**src/rtl/seq_alu_top.sv**
```systemverilog
// Handshaked sequential ALU: single-cycle logic/compare/shift ops,
// iterative shift-add multiply and restoring divide.
module seq_alu_top #(
  parameter int WIDTH = 16
) (
  input  logic             CLK,
  input  logic             RST,
  input  logic             IN_VALID,
  output logic             IN_READY,
  input  logic [WIDTH-1:0] A,
  input  logic [WIDTH-1:0] B,
  input  logic [3:0]       ALU_FUN,
  output logic             OUT_VALID,
  input  logic             OUT_READY,
  output logic [WIDTH-1:0] RESULT,
  output logic [WIDTH-1:0] RESULT_HI,
  output logic             CARRY,
  output logic             ZERO,
  output logic             DIV_BY_ZERO,
  output logic [1:0]       UNIT
);

  localparam int CW = $clog2(WIDTH + 1);

  typedef enum logic [1:0] {IDLE, EXEC, DONE} state_e;

  state_e           state_q, state_d;
  logic [CW-1:0]    cnt_q, cnt_d;
  logic [WIDTH-1:0] hi_q, hi_d;
  logic [WIDTH-1:0] lo_q, lo_d;
  logic [WIDTH-1:0] opnd_q, opnd_d;
  logic             is_div_q, is_div_d;
  logic [WIDTH-1:0] res_q, res_d;
  logic [WIDTH-1:0] rhi_q, rhi_d;
  logic             cy_q, cy_d;
  logic             z_q, z_d;
  logic             dbz_q, dbz_d;
  logic [1:0]       unit_q, unit_d;

  logic             accept;
  logic             is_long;
  logic [WIDTH:0]   sum;
  logic [WIDTH-1:0] sc_res, sc_rhi;
  logic             sc_cy, sc_dbz;
  logic [WIDTH:0]   madd;
  logic [WIDTH:0]   rem_sh;
  logic [WIDTH:0]   dsub;
  logic [WIDTH-1:0] it_hi, it_lo;

  assign IN_READY  = (state_q == IDLE) |
                     ((state_q == DONE) & OUT_READY);
  assign OUT_VALID = (state_q == DONE);
  assign accept    = IN_VALID & IN_READY;
  assign is_long   = (ALU_FUN == 4'h2) |
                     ((ALU_FUN == 4'h3) & (|B));
  assign sum       = {1'b0, A} + {1'b0, B};

  always_comb begin
    sc_res = '0;
    sc_rhi = '0;
    sc_cy  = 1'b0;
    sc_dbz = 1'b0;
    unique case (ALU_FUN)
      4'h0: {sc_cy, sc_res} = sum;
      4'h1: begin
        sc_res = A - B;
        sc_cy  = (A < B);
      end
      // reached here only for a zero divisor
      4'h3: begin
        sc_res = '1;
        sc_rhi = A;
        sc_dbz = 1'b1;
      end
      4'h4: sc_res = A & B;
      4'h5: sc_res = A | B;
      4'h6: sc_res = ~(A & B);
      4'h7: sc_res = ~(A | B);
      4'h9: sc_res = (A == B) ? WIDTH'(1) : '0;
      4'ha: sc_res = (A > B) ? WIDTH'(2) : '0;
      4'hb: sc_res = (A < B) ? WIDTH'(3) : '0;
      4'hc: sc_res = A >> 1;
      4'hd: sc_res = A << 1;
      4'he: sc_res = B >> 1;
      4'hf: sc_res = B << 1;
      default: ;
    endcase
  end

  assign madd   = lo_q[0] ? ({1'b0, hi_q} + {1'b0, opnd_q})
                          : {1'b0, hi_q};
  assign rem_sh = {hi_q, lo_q[WIDTH-1]};
  assign dsub   = rem_sh - {1'b0, opnd_q};

  // dsub[WIDTH] is the borrow: the shifted remainder is always
  // below twice the divisor, so the sign bit is exact
  always_comb begin
    if (is_div_q) begin
      it_hi = dsub[WIDTH] ? rem_sh[WIDTH-1:0] : dsub[WIDTH-1:0];
      it_lo = {lo_q[WIDTH-2:0], ~dsub[WIDTH]};
    end else begin
      it_hi = madd[WIDTH:1];
      it_lo = {madd[0], lo_q[WIDTH-1:1]};
    end
  end

  always_comb begin
    state_d  = state_q;
    cnt_d    = cnt_q;
    hi_d     = hi_q;
    lo_d     = lo_q;
    opnd_d   = opnd_q;
    is_div_d = is_div_q;
    res_d    = res_q;
    rhi_d    = rhi_q;
    cy_d     = cy_q;
    z_d      = z_q;
    dbz_d    = dbz_q;
    unit_d   = unit_q;
    unique case (state_q)
      EXEC: begin
        hi_d  = it_hi;
        lo_d  = it_lo;
        cnt_d = cnt_q - CW'(1);
        if (cnt_q == CW'(1)) begin
          state_d = DONE;
          res_d   = it_lo;
          rhi_d   = it_hi;
          cy_d    = ~is_div_q & (|it_hi);
          z_d     = ~(|it_lo) & ~(|it_hi);
          dbz_d   = 1'b0;
        end
      end
      DONE: if (OUT_READY) state_d = IDLE;
      default: ;
    endcase
    if (accept) begin
      unit_d = ALU_FUN[3:2];
      if (is_long) begin
        state_d  = EXEC;
        cnt_d    = CW'(WIDTH);
        is_div_d = ALU_FUN[0];
        opnd_d   = ALU_FUN[0] ? B : A;
        lo_d     = ALU_FUN[0] ? A : B;
        hi_d     = '0;
      end else begin
        state_d = DONE;
        res_d   = sc_res;
        rhi_d   = sc_rhi;
        cy_d    = sc_cy;
        dbz_d   = sc_dbz;
        z_d     = ~(|sc_res) & ~(|sc_rhi);
      end
    end
  end

  always_ff @(posedge CLK) begin
    if (RST) begin
      state_q  <= IDLE;
      cnt_q    <= '0;
      hi_q     <= '0;
      lo_q     <= '0;
      opnd_q   <= '0;
      is_div_q <= 1'b0;
      res_q    <= '0;
      rhi_q    <= '0;
      cy_q     <= 1'b0;
      z_q      <= 1'b0;
      dbz_q    <= 1'b0;
      unit_q   <= 2'b00;
    end else begin
      state_q  <= state_d;
      cnt_q    <= cnt_d;
      hi_q     <= hi_d;
      lo_q     <= lo_d;
      opnd_q   <= opnd_d;
      is_div_q <= is_div_d;
      res_q    <= res_d;
      rhi_q    <= rhi_d;
      cy_q     <= cy_d;
      z_q      <= z_d;
      dbz_q    <= dbz_d;
      unit_q   <= unit_d;
    end
  end

  assign RESULT      = res_q;
  assign RESULT_HI   = rhi_q;
  assign CARRY       = cy_q;
  assign ZERO        = z_q;
  assign DIV_BY_ZERO = dbz_q;
  assign UNIT        = unit_q;

endmodule

```
**config.mk**
```make
export PLATFORM = sky130hd
export DESIGN_NAME = seq_alu_top
export DESIGN_NICKNAME = d
export VERILOG_FILES = /design/src/rtl/seq_alu_top.sv
export SDC_FILE = /design/constraint.sdc
export NUM_CORES = 1
export LEC_CHECK = 0
export ABC_AREA = 1
export CAP_MARGIN = 15
export CORE_MARGIN = 2
export CORE_UTILIZATION = 55
export DETAILED_ROUTE_END_ITERATION = 7
export DONT_BUFFER_PORTS = 1
export PLACE_DENSITY_LB_ADDON = 0.05
export SLEW_MARGIN = 15
export SYNTH_ARGS = -nofsm -noshare
export SYNTH_HDL_FRONTEND = slang
export SYNTH_SLANG_ARGS = --single-unit
```
**constraint.sdc**
```tcl
create_clock -name CLK -period 7.9 [get_ports CLK]
set_input_delay 1.185 -clock CLK [delete_from_list [all_inputs] [get_ports CLK]]
set_output_delay 1.185 -clock CLK [all_outputs]
set_load 0.01 [all_outputs]
```
# After elaboration in Yosys (flattened, before gate mapping)
# Cells that the tools add are included.
# W data, S select, Z words.
[op_classes]
add_sub_neg = 5
n_lt_le_gt_ge = 2
eq_ne = 20
muxes = 47
n_bitwise = 18
reduce_logical = 10
[ops]
columns = ["operator", "n"]
rows = [
  ["$mux W16", 20],
  ["$pmux W16 S14", 1],
  ["$reduce_or A16 Y1", 5],
  ["$add A16 B16 Y17", 2],
  ["$not A16 Y16", 2],
  ["$eq A4 B4 Y1 const B", 7],
  ["$mux W17", 1],
  ["$sub A17 B16 Y17", 1],
  ["$and A16 B16 Y16", 1],
  ["$eq A16 B16 Y1", 1],
  ["$eq A4 B3 Y1 const B", 4],
  ["$gt A16 B16 Y1", 1],
  ["$lt A16 B16 Y1", 1],
  ["$or A16 B16 Y16", 1],
  ["$sub A16 B16 Y16", 1],
  ["$mux W5", 3],
  ["$mux W1", 14],
  ["$mux W2", 6],
  ["$eq A4 B2 Y1 const B", 2],
  ["$and A1 B1 Y1", 6],
  ["$not A1 Y1", 6],
  ["$eq A5 B1 Y1 const B", 1],
  ["$sub A5 B1 Y5 const B", 1],
  ["$eq A4 B1 Y1 const B", 1],
  ["12 further kinds", 13],
]
[totals]
regBits = 93
input_bits = 40
out_inout_bits = 39
elab_cells = 114

# Depth between registers and ports, before layout
[depth]
word_depth = 10
mapped_depth = 23
depth_no_buf = 22

# Least setup slack after synthesis
# No wires, ideal clock.
[synth_path]
path_kind = "in2reg"
from = "in A[0]"
to = "reg z_q, in the netlist ZERO"
setup_ns = 0.067
arrival_time_ns = 3.029
required_ns = 7.833
slack_ns = 4.803
path_stages = 19
path_buffers = 0
cell_sequence = "inv_1 -> ha_1 -> inv_1 -> fa_1 -> nand2_1 -> nand2_1 -> a21oi_1 -> inv_1 -> nand2_1 -> nand2_1 -> nand2_1 -> nand2_1 -> o21ai_0 -> a21oi_1 -> nor2_1 -> nand2_1 -> nor2_1 -> nand4_1 -> a21oi_2"
[synth_via]
elab_chain_cells = 8
word_cells_on_any_way = 21
classes_between = "add/sub: 2; order compare: 2; eq/ne: 1; mux: 7; bitwise: 7; reduce/logical: 2"
[synth_lines]
columns = ["item", "line", "source"]
rows = [
  ["start: declaration", "10", "input logic [WIDTH-1:0] A,"],
  ["$lt A16 B16 Y1 (tied with other cells)", "81", "4'hb: sc_res = (A < B) ? WIDTH'(3) : '0;"],
  ["$mux W2 (tied with other cells)", "81", ""],
  ["$pmux W16 S14", "63", "unique case (ALU_FUN)"],
  ["$reduce_or A16 Y1", "152", "z_d = ~(|sc_res) & ~(|sc_rhi);"],
  ["$not A1 Y1", "152", ""],
  ["$and A1 B1 Y1 (*)", "152", ""],
  ["$mux W1 (*)", "139", "if (is_long) begin"],
  ["$mux W1 (*)", "137", "if (accept) begin"],
  ["end signal: assignment", "181", "z_q <= z_d;"],
  ["end: declaration", "36", "logic z_q, z_d;"],
]
# Every way passes the cells marked *; elsewhere a longest branch is shown, timed or not.
# A chain may end at the register's enable or synchronous reset.

# Worst setup path in the final report
[layout_path]
from = "in OUT_READY"
to = "reg hi_q[0]"
[layout_via]
elab_chain_cells = 4
[layout_lines]
columns = ["item", "line", "source"]
rows = [
  ["start: declaration", "14", "input logic OUT_READY,"],
  ["$and A1 B1 Y1", "51", "((state_q == DONE) & OUT_READY);"],
  ["$or A1 B1 Y1", "50", "assign IN_READY = (state_q == IDLE) |"],
  ["via IN_READY", "9", "output logic IN_READY,"],
  ["$and A1 B1 Y1", "53", "assign accept = IN_VALID & IN_READY;"],
  ["$mux W16", "137", ""],
  ["end signal: assignment", "174", "hi_q <= hi_d;"],
  ["end: declaration", "29", "logic [WIDTH-1:0] hi_q, hi_d;"],
]
# The timed path passes the listed nets, and every way through them passes these cells.

==> flow_summary.toml <==
[outcome]
status = "completed"

[yosys]
synth_cell_type_count = 50
syn_area_mm2 = 0.00985
ys_warn_count = 0
synth_ff_type = "dfxtp_1"
yosysSeqAreaShare_pct = 18.9
synth_edf_count = 0
ys_top_cells_by_count = "383 x nand2_1, 226 x inv_1, 173 x a21oi_1"
synth_fp_nets = 1783
synth.most_common_cell = "nand2_1"
synth_top_area_cell = "dfxtp_1"
ys_ff_latch = 93
yosysTopAreaCellShare_pct = 18.9
yosys-top-cells-area = "dfxtp_1 19%, nand2_1 15%, ha_1 11%, a21oi_1 8.8%, inv_1 8.6%"
syn_inst = 1653
async_reset_ff_share_pct = 0
synth_area_per_cell_um2 = 5.96

[setup_path]
cp_top_family = "simple AND/OR/NAND/NOR gates"
crit_required_ns = 8.14
cpPeakStageDelay_ns = 0.87
start_kind = "input port"
arrival_ns = 4.19
path_class = "input port to flop"
cp_slowest_cell = "nor2_2"
endpoint_kind = "flop"
crit_start = "OUT_READY"
crit_chain = "inv_1 -> a21oi_1 -> nand2_1 -> nor2_2 -> inv_2 -> nand2_1 -> a21oi_1 -> o21ai_0 -> inv_1"
path_max_fanout = 37
critPathBufInv = 3
timing.rr.start = "state_q[1]"

[floorplan]
boundaryPins = 79
fp.coreArea_mm2 = 0.0174
fp.dieH_um = 138
die_w_um = 138
dieArea_mm2 = 0.0190
row_count = 48
start_util_pct = 56.6

[clock_network]
cts.path.max_buffers = 2
cts_resized = 0
clk_latency_ns = 0.36
cts_hold_buf = 0
cts_setup_buffers = 0
cts.htree.levels = 3
cts.sinks = 93
cts.clk_slew.worst_paths_ns = 0.08
cts_tree = "done"
cts-root-buf = "clkbuf_16"
numCtsBuffers = 9

[min_path]
hold_path.class = "flop to flop"
hold_start = "cnt_q[0]"

[grt]
grt_pass1_wl_mm = 55.9
antenna_found_initial = 0
overflow = 0
grt_max_degree = 70
track_usage_pct = 38.5
grt_pass1_vias = 10000

[route]
wl_mm = 36.5
drtPass1Iterations = 8
viasPerCell = 6.05
wl_per_cell_um = 20.0
ant_nets = 0
drtIter0Drc = 1033
drc = 0
vias = 11100

[pwr]
p_total_w = 0.00160
vdd.ir_drop.worst_mv = 0.0877
pwr_density_cell_mw_per_mm2 = 158
p_leak_nw = 4.91

[sta]
slew_violations = 0
slew_headroom_pct = 29.2
setup_viol = 0
clock.fmax_ghz = 0.253
worstMarginPinSlew_ns = 1.06
timing.setup.tns_ns = 0
clock_skew_ns = 0.0146
min_period_ns = 3.95
finalCritPeriodShare_pct = 50.0
hold_violations = 0
rsz0062_at_grt = "false"

[finish]
fill_cells = 1838
nets = 1728
areaGrowthSynthToFinish_pct = 3.26
drive_above_1_share_pct = 3.56
antenna_cells = 0
instances_no_fill = 1828

[placed_design]
gp_congestion = 0.977
dp_cells = 1811
io_buffers = 0
dp_hpwl_mm = 28.6

[job]
drv_cap = 0
-- where the power goes --
group	total, W	internal [W]	leakage (nW)	switching [W]
sequential	0.000542	0.000501	0.760	0.0000415
combinational	0.000616	0.000189	4.01	0.000427
clock	0.000443	0.000225	0.145	0.000218
total	0.00160	0.000915	4.91	0.000687
-- state kept, by name (all words and copies together), names as in the netlist, 2 cells and up --
signal	cells
UNIT	2
lo_q	16
state_q	2
cnt_q	5
opnd_q	16
RESULT_HI	16
RESULT	16
hi_q	16
-- tightest hold or removal path: stages, from the launching register on --
cell and delay (ns):
dfxtp_1 0.33, nand2_1 0.07, a21oi_1 0.06
-- routing by layer --
layer / up-vias / GRT usage, % / share of wire (%)
li1: 5397 / - / -
met1: 4998 / 48.5 / 41
met2: 542 / 62.3 / 45
met3: 120 / 7.91 / 8.6
met4: 0 / 19.3 / 5.6
met5: - / 0 / 0
-- final timing paths --
kind,end,cells past startpoint,slack [ns]
min,cnt_q[0],2,0.50
max reg2reg,hi_q[0],8,4.44
min reg2reg,cnt_q[0],2,0.50
max,hi_q[0],9,3.95
-- cell usage in the layout (no fill, tap or decap), types with 6 or more instances in the layout --
cell type | Yosys | routed
dfxtp_1 | 93 | 93
nand3b_1 | 8 | 8
nand4_1 | 10 | 10
xnor2_1 | 9 | 9
a21oi_1 | 173 | 173
inv_2 | 7 | 7
o211ai_1 | 11 | 11
nor2_1 | 140 | 138
a31oi_1 | 11 | 11
nor4_1 | 12 | 12
nor2_2 | 4 | 6
nor3_1 | 17 | 17
o21ai_0 | 139 | 139
o22ai_1 | 22 | 22
ha_1 | 86 | 86
clkbuf_16 | 0 | 9
inv_1 | 226 | 226
xor2_1 | 6 | 6
nand2_1 | 383 | 383
nand3_1 | 110 | 110
nand2_2 | 11 | 11
a211oi_1 | 49 | 49
-- logic make-up after synthesis --
family                     after synthesis  share of synthesized area [%]
and+or+nand+nor                        711                           30.7
AOI/OAI and AO/OA                      435                           25.0
buffers and inverters                  307                           12.2
DFF                                     93                           18.9
adders and majority gates               90                           11.7
xor gates and xnor gates                15                           1.33
muxes                                    2                          0.203
-- final cells by class --
type                            count  area, um^2  share of cell area, %
Multi-Input combinational cell   1253        6800                   66.8
Sequential cell                    93        1860                   18.3
Inverter                          235         882                   8.67
Tap cell                          225         282                   2.77
Clock buffer                        9         225                   2.21
Clock inverter                      7        72.6                  0.713
Timing Repair Buffer                6        52.6                  0.517
-- per-stage QoR --
step | utilization (%) | cell area (um^2) | setup slack, ns | hold WS, ns
3_3_place_gp | 56.6 | 9860 | 3.73 | 0.479
5_1_grt | 58.4 | 10200 | 3.67 | 0.527
6_report | 58.4 | 10200 | 3.95 | 0.497
4_1_cts | 58.3 | 10200 | 4.02 | 0.498
3_5_place_dp | 56.6 | 9860 | 3.64 | 0.481
2_1_floorplan | - | 9850 | 4.80 | 0.463
Power figures use the tool's default switching activity.
